===== src/rtl/uart_tx.sv =====
// uart_tx: 8N1 serial transmitter for the memory-mapped UART0 port.
// Accepts a character plus a send-enable level, starts a frame on the
// rising edge of send-enable, and reports {done, busy} on sta_o_r.
// Build option: define UART_TX_PARITY_EN to insert an even-parity bit
// between the last data bit and the stop bit (8E1, 11 bit-times).
module uart_tx #(
    parameter int CLKS_PER_BIT = 234
) (
    input  logic       clk_i_w,
    input  logic       rst_i_w,
    input  logic       send_i_w,
    input  logic [7:0] schar_i_w,
    output logic       tx_o_r,
    output logic [1:0] sta_o_r
);

    localparam logic [2:0] ST_IDLE  = 3'd0;
    localparam logic [2:0] ST_START = 3'd1;
    localparam logic [2:0] ST_DATA  = 3'd2;
`ifdef UART_TX_PARITY_EN
    localparam logic [2:0] ST_PAR   = 3'd3;
`endif
    localparam logic [2:0] ST_STOP  = 3'd4;

    localparam logic [15:0] BIT_LAST = 16'(CLKS_PER_BIT - 1);

    logic [2:0]  state;
    logic [15:0] timer;
    logic [2:0]  bit_idx;
    logic [7:0]  shift;
    logic        send_d;
    logic        req;
`ifdef UART_TX_PARITY_EN
    logic        par_bit;
`endif

    // A frame is requested only by a 0->1 transition of the send-enable level.
    assign req = send_i_w & ~send_d;

    // Remember the previous send-enable level for edge detection.
    always_ff @(posedge clk_i_w or negedge rst_i_w) begin
        if (!rst_i_w) begin
            send_d <= 1'b0;
        end else begin
            send_d <= send_i_w;
        end
    end

    // Frame sequencer: bit timing, shifting, line drive and status bits.
    always_ff @(posedge clk_i_w or negedge rst_i_w) begin
        if (!rst_i_w) begin
            state   <= ST_IDLE;
            timer   <= 16'd0;
            bit_idx <= 3'd0;
            shift   <= 8'd0;
            tx_o_r  <= 1'b1;
            sta_o_r <= 2'b00;
`ifdef UART_TX_PARITY_EN
            par_bit <= 1'b0;
`endif
        end else begin
            // Done is a handshake flag: it drops whenever software lowers send.
            if (!send_i_w) begin
                sta_o_r[1] <= 1'b0;
            end

            case (state)
                ST_IDLE: begin
                    tx_o_r <= 1'b1;
                    if (req) begin
                        shift   <= schar_i_w;
`ifdef UART_TX_PARITY_EN
                        par_bit <= ^schar_i_w;
`endif
                        sta_o_r <= 2'b01;
                        tx_o_r  <= 1'b0;
                        timer   <= BIT_LAST;
                        state   <= ST_START;
                    end
                end

                ST_START: begin
                    if (timer == 16'd0) begin
                        timer   <= BIT_LAST;
                        tx_o_r  <= shift[0];
                        shift   <= shift >> 1;
                        bit_idx <= 3'd0;
                        state   <= ST_DATA;
                    end else begin
                        timer <= timer - 16'd1;
                    end
                end

                ST_DATA: begin
                    if (timer == 16'd0) begin
                        timer <= BIT_LAST;
                        if (bit_idx == 3'd7) begin
`ifdef UART_TX_PARITY_EN
                            tx_o_r <= par_bit;
                            state  <= ST_PAR;
`else
                            tx_o_r <= 1'b1;
                            state  <= ST_STOP;
`endif
                        end else begin
                            tx_o_r  <= shift[0];
                            shift   <= shift >> 1;
                            bit_idx <= bit_idx + 3'd1;
                        end
                    end else begin
                        timer <= timer - 16'd1;
                    end
                end

`ifdef UART_TX_PARITY_EN
                ST_PAR: begin
                    if (timer == 16'd0) begin
                        timer  <= BIT_LAST;
                        tx_o_r <= 1'b1;
                        state  <= ST_STOP;
                    end else begin
                        timer <= timer - 16'd1;
                    end
                end
`endif

                ST_STOP: begin
                    tx_o_r <= 1'b1;
                    if (timer == 16'd0) begin
                        // Report completion only if software is still waiting.
                        sta_o_r <= {send_i_w, 1'b0};
                        state   <= ST_IDLE;
                    end else begin
                        timer <= timer - 16'd1;
                    end
                end

                default: begin
                    tx_o_r <= 1'b1;
                    state  <= ST_IDLE;
                end
            endcase
        end
    end

endmodule


===== config.mk =====
export PLATFORM = sky130hd
export DESIGN_NAME = uart_tx
export DESIGN_NICKNAME = d
export VERILOG_FILES = /design/src/rtl/uart_tx.sv
export SDC_FILE = /design/constraint.sdc
export NUM_CORES = 1
export LEC_CHECK = 0
export BUFFER_PORTS_ARGS = -buffer_cell sky130_fd_sc_hd__buf_2
export CAP_MARGIN = 20
export CORE_UTILIZATION = 40
export DETAILED_ROUTE_END_ITERATION = 7
export HOLD_SLACK_MARGIN = 0.06
export PLACE_DENSITY = 0.55
export SKIP_CTS_REPAIR_TIMING = 1
export SYNTH_ARGS = -nofsm -noshare
export SYNTH_HDL_FRONTEND = slang
export SYNTH_SLANG_ARGS = --single-unit

===== constraint.sdc =====
create_clock -name clk_i_w -period 3.4 [get_ports clk_i_w]
set_clock_uncertainty 0.05 [all_clocks]
set_input_delay 0.17 -clock clk_i_w [delete_from_list [all_inputs] [get_ports clk_i_w]]
set_output_delay 0.17 -clock clk_i_w [all_outputs]
set_load 0.1 [all_outputs]

== Word-level counts from Yosys, hierarchy flattened ==
Index checks and enable logic that the tools add are counted.
Storage, ports and cells
  bits in registers: 34
  bits of input ports: 11
  output and inout port bits: 3
  word-level logic and storage cells: 63
Cells by class
  add/subtract/negate cells: 2
  eq/ne operators: 11
  multiplexer cells: 27
  bitwise gates (word level): 2
  reductions and logical operators: 13
Operators with widths (number)
  $mux 16: 3
  $pmux 16 s3: 1
  $mux 8: 4
  $pmux 8 s3: 1
  $mux 3: 7
  $logic_not 16->1: 1
  $sub 16x1->16 const B: 1
  $ne 2x2->1 const B: 7
  $pmux 3 s4: 1
  $reduce_and 5->1: 2
  $eq 3x3->1 const B: 2
  $pmux 3 s2: 1
  $reduce_and 3->1: 2
  $reduce_bool 3->1: 2
  $mux 1: 5
  $mux 2: 2
  $pmux 2 s2: 1
  $reduce_and 4->1: 1
  $reduce_bool 2->1: 2
  $add 3x1->3 const B: 1
  $eq 3x1->1 const B: 1
  $eq 3x2->1 const B: 1
  $logic_not 3->1: 1
  $pmux 1 s3: 1
  other kinds (4): 4

== Logic depth before layout (Yosys ltp) ==
Gate-level depths: netlist of the first run.
  depth after elaboration: 4
  gate-level depth with buffers: 8

== Worst setup path after synthesis of the first run ==
OpenSTA, ideal clock, no wires.
  kind: flip-flop to flip-flop
  start point: register timer[0]
  end point: register shift[0]
  data arrival time: 2.175 ns
  data required time: 3.225 ns
  path slack: 1.050 ns
  stages on the path, launching flop included: 7
  path buffers: 0
  clock period less this slack: 2.350 ns
  path through: dfrtp_1 inv_1 ha_1 or4b_2 nor4_4 a31oi_4 mux2_2
On the way
  cells in the longest elaborated chain, start to end: 3
  elaborated cells on any way between the ends: 4
  those cells by class: eq/ne (2); reduce/logical (2)
Ends and longest elaborated chain
  start, declared: line 28  | logic [15:0] timer;
  start signal, assigned: line 90  | timer <= timer - 16'd1;
  start signal, assigned: line 111  | timer <= timer - 16'd1;
  start signal, assigned: line 134  | timer <= timer - 16'd1;
  $logic_not 16->1 *: line 83, 95
  $ne 2x2->1 (no source line)
  $reduce_and 5->1 (no source line) *
  end signal, assigned: line 71  | shift <= schar_i_w;
  end signal, assigned: line 86  | shift <= shift >> 1;
  end signal, assigned: line 107  | shift <= shift >> 1;
  end, declared: line 30  | logic [7:0] shift;
Every way passes the cells marked *; elsewhere a longest branch is shown, timed or not.
A chain may end at the register's enable or synchronous reset.

== Final worst setup path of the first run ==
  start point: register timer[0]
  end point: register timer[12]
On the way
  cells in the longest elaborated chain, start to end: 3
  elaborated cells on any way between the ends: 7
  those cells by class: add/sub (1); eq/ne (1); mux (3); reduce/logical (2)
Ends and longest elaborated chain
  $sub 16x1->16 / $logic_not 16->1 (equally long branches)
  $mux 16, or another cell as far along: line 129  | if (timer == 16'd0) begin
  $pmux 16 s3 / $reduce_and 3->1 (equally long branches)
Several ways; a longest one is shown, not always the timed one. The select of a mux whose other input is x is not followed.

==> results.cfg, run 1 <==
[setup_path]
r2r_cells = 8
cp.required_ns = 3.50
crit_fanout = 10
critPathBufInv = 2
worstSetupPathType = flop to flop
crit_arrival_ns = 2.63
crit_path_cell_trace = inv_1 > ha_1 > or4b_2 > nor4_4 > buf_4 > o21ai_2 > nor2_2 > nor2_1
cp-end-kind = flop
slowest_stage = or4b_2
crit_path_start_kind = flop
cp.depth = 8
max_stage_delay_ns = 0.62
path_delay_family = simple AND/OR/NAND/NOR gates

[pwr]
pwr-share-seq_pct = 46.8
leakagePower_nw = 0.911
power_density_nw_per_um2 = 571
clkPwrFrac_pct = 25.1
combPwrFrac_pct = 28.1
switchingPower_mw = 0.422
ir_drop_uv = 219
p_int_mw = 0.813
switching_share_pct = 34.2

[synth]
netlist_top_cells_count = 33 x dfrtp_1, 18 x nor2_1, 14 x mux2_2
ys_ff_latch = 34
syn_area_um2 = 1950
ys.flop_type = dfrtp_1
async_flop_share_pct = 100
yosysTopAreaCell = dfrtp_1
synth_top_area_share_pct = 42.4
synth_area_leaders = dfrtp_1 42%, mux2_2 8.1%, nor2_1 3.5%
synth_most_common_cell = dfrtp_1
post_synth_num_cell_types = 49
ys_seq_area_share_pct = 43.8
synth_nets = 212
synth-edff-count = 0
synth_cells = 197
syn_area_per_cell_um2 = 9.88
yosys_warnings = 0

[grt]
overflow = 0
antenna_found_initial = 0
grt_pass1_wl_um = 7090
gr-usage-met1_pct = 23.3
grt_pass1_vias = 1509
met3_usage_pct = 2.95
grt_start_max_net_pins = 35
top_usage_layer = met2
met2_usage_pct = 28.7
grtUsageTotal_pct = 17.6

[floorplanning]
ios = 14
num_rows = 25
start_util_pct = 41.5
die_y_um = 71.7
die_area_um2 = 5150
die_width_um = 71.7
core_um2 = 4690

[drt]
drtIter0Drc = 65
avgRoutedWirePerCell_um = 15.2
postRouteAntennaNets = 0
vias_per_cell = 5.83
drc = 0
wl_um = 4060
num_vias = 1556
drtPass1Iterations = 4

[placed_design]
dp_slack_ns = 0.871
port-buffer-count = 13
place_area_um2 = 2050
hpwl_um = 2900
gp_congestion = 0.894

[cts]
clk_path_buf_depth = 2
numCtsBuffers = 5
cts_tree = done
cts.clk_slew.worst_paths_ns = 0.07
clock_sinks = 34
clk_latency_ns = 0.29
htree_levels = 2
cts-root-buf = clkbuf_8

[sta]
rsz0062_at_grt = no
relSlewSlack_pct = 45.1
fmax_ghz = 0.395
slew_violations = 0
finalHoldViolations = 0
setup_tns_ns = 0
fin_crit_ns = 2.53
setup_viol_count_final = 0
tightest_slew_ns = 0.816
worst_slack_ns = 0.870
finalCritPeriodShare_pct = 74.4

[min_path]
worstHoldPathCells = 3
min_path_type = primary input to flop

[final_layout]
area_growth_pct = 11.3
insertedDiodeCount = 0
fin_area_um2 = 2170
final_nets = 227
drive_gt1_share_pct = 22.1
fillers = 476

[status]
status = complete, no violations

[run]
drv_cap = 0
kinds of logic (layout without fill, tap and decap cells):
family,Yosys count,after routing,share of synthesized area [%]
AND/OR/NAND/NOR,78,78,22.7
XOR/XNOR,8,8,3.60
multiplexers,15,15,8.62
AO/OA/AOI/OAI,42,42,15.2
buffers and inverters,15,31,2.96
flip-flops,34,34,43.8
adder cells (fa/ha/maj),5,5,3.09
final cells by class:
cell class | instances | area, um^2 | share of cell area [%]
multi-input cells | 148 | 1040 | 47.8
repair buffers | 16 | 92.6 | 4.27
flip-flops and latches | 34 | 852 | 39.3
well taps | 54 | 67.6 | 3.12
clock buffers | 7 | 86.3 | 3.99
inverters | 7 | 26.3 | 1.21
clock inverters | 1 | 5.00 | 0.231
sequential cells by signal (all words and copies together), names as in the netlist:
name	flops
shift	8
tx_o_r	1
send_d	1
sta_o_r	2
bit_idx	3
state	3
timer	16
through the flow:
step	total power, mW	hold WS (ns)	instances	utilization, %
4_1_cts	1.24	-0.0690	265	45.7
6_report	1.24	0.0777	267	46.2
3_3_place_gp	0.916	0.224	257	43.8
2_1_floorplan	0.842	-0.176	197	-
3_5_place_dp	0.930	0.239	257	43.8
5_1_grt	1.32	0.0822	267	46.2
final timing paths:
kind | start | end | slack (ns)
worst max-delay path | timer[0] | timer[12] | 0.87
worst min-delay path | schar_i_w[7] | shift[7] | 0.08
worst max register to register | timer[0] | timer[12] | 0.87
worst min register to register | shift[0] | shift[0] | 0.45
max in group asynchronous | rst_i_w | timer[5] | 2.37
min in group asynchronous | rst_i_w | timer[10] | 0.45
worst reg2reg max path: cells and delay by family, from the launching register on:
kind	cells	cell delay, ns
AOI/OAI and AO/OA	1	0.14
and+or+nand+nor	4	1.27
buffers and inverters	2	0.35
DFF	1	0.42
adders and majority gates	1	0.18
power groups by stage:
stage / Combinational [mW] / Sequential (mW) / Clock [mW]
after global routing: 0.394 / 0.590 / 0.337
after detailed placement: 0.347 / 0.583 / 0
after CTS: 0.348 / 0.576 / 0.321
after global placement: 0.338 / 0.579 / 0
final: 0.347 / 0.578 / 0.310
after floorplan: 0.246 / 0.596 / 0
cells in the final DEF, fill, tap and decap left out, types with 4 or more instances in the layout:
cell type	count
mux2_2	14
nand3_1	5
nand2_1	13
and2_1	4
or4_1	4
ha_1	4
inv_1	7
dfrtp_1	33
nor3_1	6
nor2_1	18
buf_2	13
nor4_1	6
o21ai_0	7
clkbuf_8	6
xnor2_1	5
a21oi_1	10
routing by layer:
layer	share of wire, %	up-vias
met5	0	-
met4	1.4	0
met3	2.7	6
met2	48	26
met1	48	762
li1	-	762
Note: power is estimated with default switching activity, not from simulation.
==> run 2: changes to the inputs <==
ABC_AREA = 1   (was unset)
PLACE_DENSITY = 0.57   (was 0.55)
clock period = 2.1 ns   (was 3.4 ns; I/O delays follow)
==> run 2 against run 1 <==
Largest cell class unchanged. Clock power grew 140%. Design area grew 11%. Sequential share of layout area fell by 3.9 points. Combinational power grew to 4.3 times the previous value. Sequential cell count unchanged. Register-to-register slack worse by 0.67 ns. Non-clock buffer count increased by 7. Worst hold slack lost 0.041 ns. Synthesized area up 5.5%. Die area increased by 5.3%. Total power rose to 2.6 times the previous value. Via count increased by 17%.
==> results.cfg, run 2 <==
[drt]
avgRoutedWirePerCell_um = 12.3
num_vias = 1817
drtPass1Iterations = 4
postRouteAntennaNets = 0
wl_um = 4600
vias_per_cell = 4.85
drtIter0Drc = 166
drc = 0

[synth]
ys_ff_latch = 34
synth_area_leaders = dfrtp_1 40%, nand2_1 16%, nor2_1 7.9%
syn_area_um2 = 2050
synth_top_area_share_pct = 40.2
synth_cells = 281
syn_area_per_cell_um2 = 7.30
synth-edff-count = 0
ys.flop_type = dfrtp_1
synth_most_common_cell = nand2_1
netlist_top_cells_count = 86 x nand2_1, 43 x nor2_1, 33 x dfrtp_1
yosysTopAreaCell = dfrtp_1
synth_nets = 296
ys_seq_area_share_pct = 41.5
yosys_warnings = 0
post_synth_num_cell_types = 29
async_flop_share_pct = 100

[min_path]
min_path_type = primary input to flop

[final_layout]
ff_latch_area_um2 = 852
top_regs = timer: 16 flops, shift: 8 flops
top_register = timer
area_growth_pct = 17.1
multi_input_area_um2 = 1040
drive_gt1_share_pct = 14.3
fillers = 509
insertedDiodeCount = 0
final_common_cell = nand2_1
fin_area_um2 = 2400
final_cell_mix = 86 x nand2_1, 43 x nor2_1, 33 x dfrtp_1
largest_reg_flops = 16
final_nets = 322

[sta]
setup_viol_count_final = 0
fin_crit_ns = 1.90
worst_slack_ns = 0.205
setup_tns_ns = 0
finalCritPeriodShare_pct = 90.2
slew_violations = 0
finalHoldViolations = 0
tightest_slew_ns = 0.789
rsz0062_at_grt = no
relSlewSlack_pct = 47.4
fmax_ghz = 0.528

[grt]
overflow = 0
grt_pass1_vias = 1693
grt_start_max_net_pins = 35
grtUsageTotal_pct = 19.3
grt_pass1_wl_um = 7830
antenna_found_initial = 0

[floorplanning]
ios = 14
start_util_pct = 42.6
die_y_um = 73.6
die_width_um = 73.6
die_area_um2 = 5420
core_um2 = 4820
num_rows = 25

[setup_path]
cp-end-kind = flop
crit_fanout = 12
worstSetupPathType = flop to flop
crit_arrival_ns = 2.06
crit_path_start_kind = flop
cp.required_ns = 2.27

[placed_design]
gp_congestion = 0.909
dp_slack_ns = 0.223
hpwl_um = 3360
place_area_um2 = 2190
port-buffer-count = 13

[cts]
clk_path_buf_depth = 2
cts-root-buf = clkbuf_8
clk_latency_ns = 0.29
clock_sinks = 34
htree_levels = 2
cts.clk_slew.worst_paths_ns = 0.08
numCtsBuffers = 5
cts_tree = done

[status]
status = complete, no violations

[pwr]
power_density_nw_per_um2 = 1310
switchingPower_mw = 1.40
leakagePower_nw = 1.20
clkPwrFrac_pct = 23.5
ir_drop_uv = 604
switching_share_pct = 44.2
pwr-share-seq_pct = 29.4
combPwrFrac_pct = 47.0
p_int_mw = 1.76

[run]
drv_cap = 0
## run 2: metrics by stage
step,total power [mW],cells,utilization (%),hold WS [ns]
final,3.16,375,49.9,0.0363
after global routing,3.44,375,49.9,0.0605
after CTS,3.17,368,48.4,-0.117
after detailed placement,2.42,360,45.6,0.184
after global placement,2.42,360,45.6,0.182
after floorplan,2.15,281,-,-0.241
## run 2: metal layers
layer  GRT usage (%)  routed length, um
met2            28.4               2040
met4            6.20                 50
met3            4.25                126
met1            28.0               2380
met5               0                  0
## run 2: cells by family after synthesis
logic type / count (synthesis) / synth area share (%)
multiplexers: 7 / 3.41
XOR/XNOR: 2 / 0.854
flip-flops: 34 / 41.5
AO/OA/AOI/OAI: 25 / 7.68
adder cells (fa/ha/maj): 4 / 2.44
AND/OR/NAND/NOR: 171 / 36.5
buffers and inverters: 38 / 7.62
## run 2: path summary, 6_finish.rpt
check / startpoint / to / cells after the start / slack (ns)
max reg2reg: timer[0] / timer[1] / 10 / 0.20
min reg2reg: shift[2] / shift[2] / 2 / 0.45
max in group asynchronous: rst_i_w / timer[2] / 2 / 1.12
max: timer[0] / timer[1] / 10 / 0.20
min in group asynchronous: rst_i_w / bit_idx[2] / 2 / 0.38
min: schar_i_w[0] / shift[0] / 3 / 0.04
## run 2: cell type report
cell class / count / share of cell area, %
multi-input combinational: 209 / 43.4
clock buffer: 5 / 2.86
timing repair buffer: 23 / 6.56
inverter: 34 / 5.31
tap: 67 / 3.49
clock inverter: 3 / 2.86
sequential: 34 / 35.5
## run 2: critical path: stages, from the launching register on
cell     delay [ns]
dfrtp_1        0.41
inv_1          0.13
ha_1           0.20
nand2_1        0.10
nor2_4         0.17
nand3_2        0.23
nand2_2        0.23
inv_2          0.10
nand2_1        0.07
nand2_1        0.04
nor2_1         0.10
## run 2: power by group through the flow
stage | Sequential [mW] | Combinational, mW | Clock (mW)
finish | 0.929 | 1.49 | 0.743
floorplan | 0.986 | 1.16 | 0
global route | 0.948 | 1.70 | 0.788
CTS | 0.930 | 1.48 | 0.756
detailed placement | 0.942 | 1.48 | 0
global placement | 0.942 | 1.47 | 0
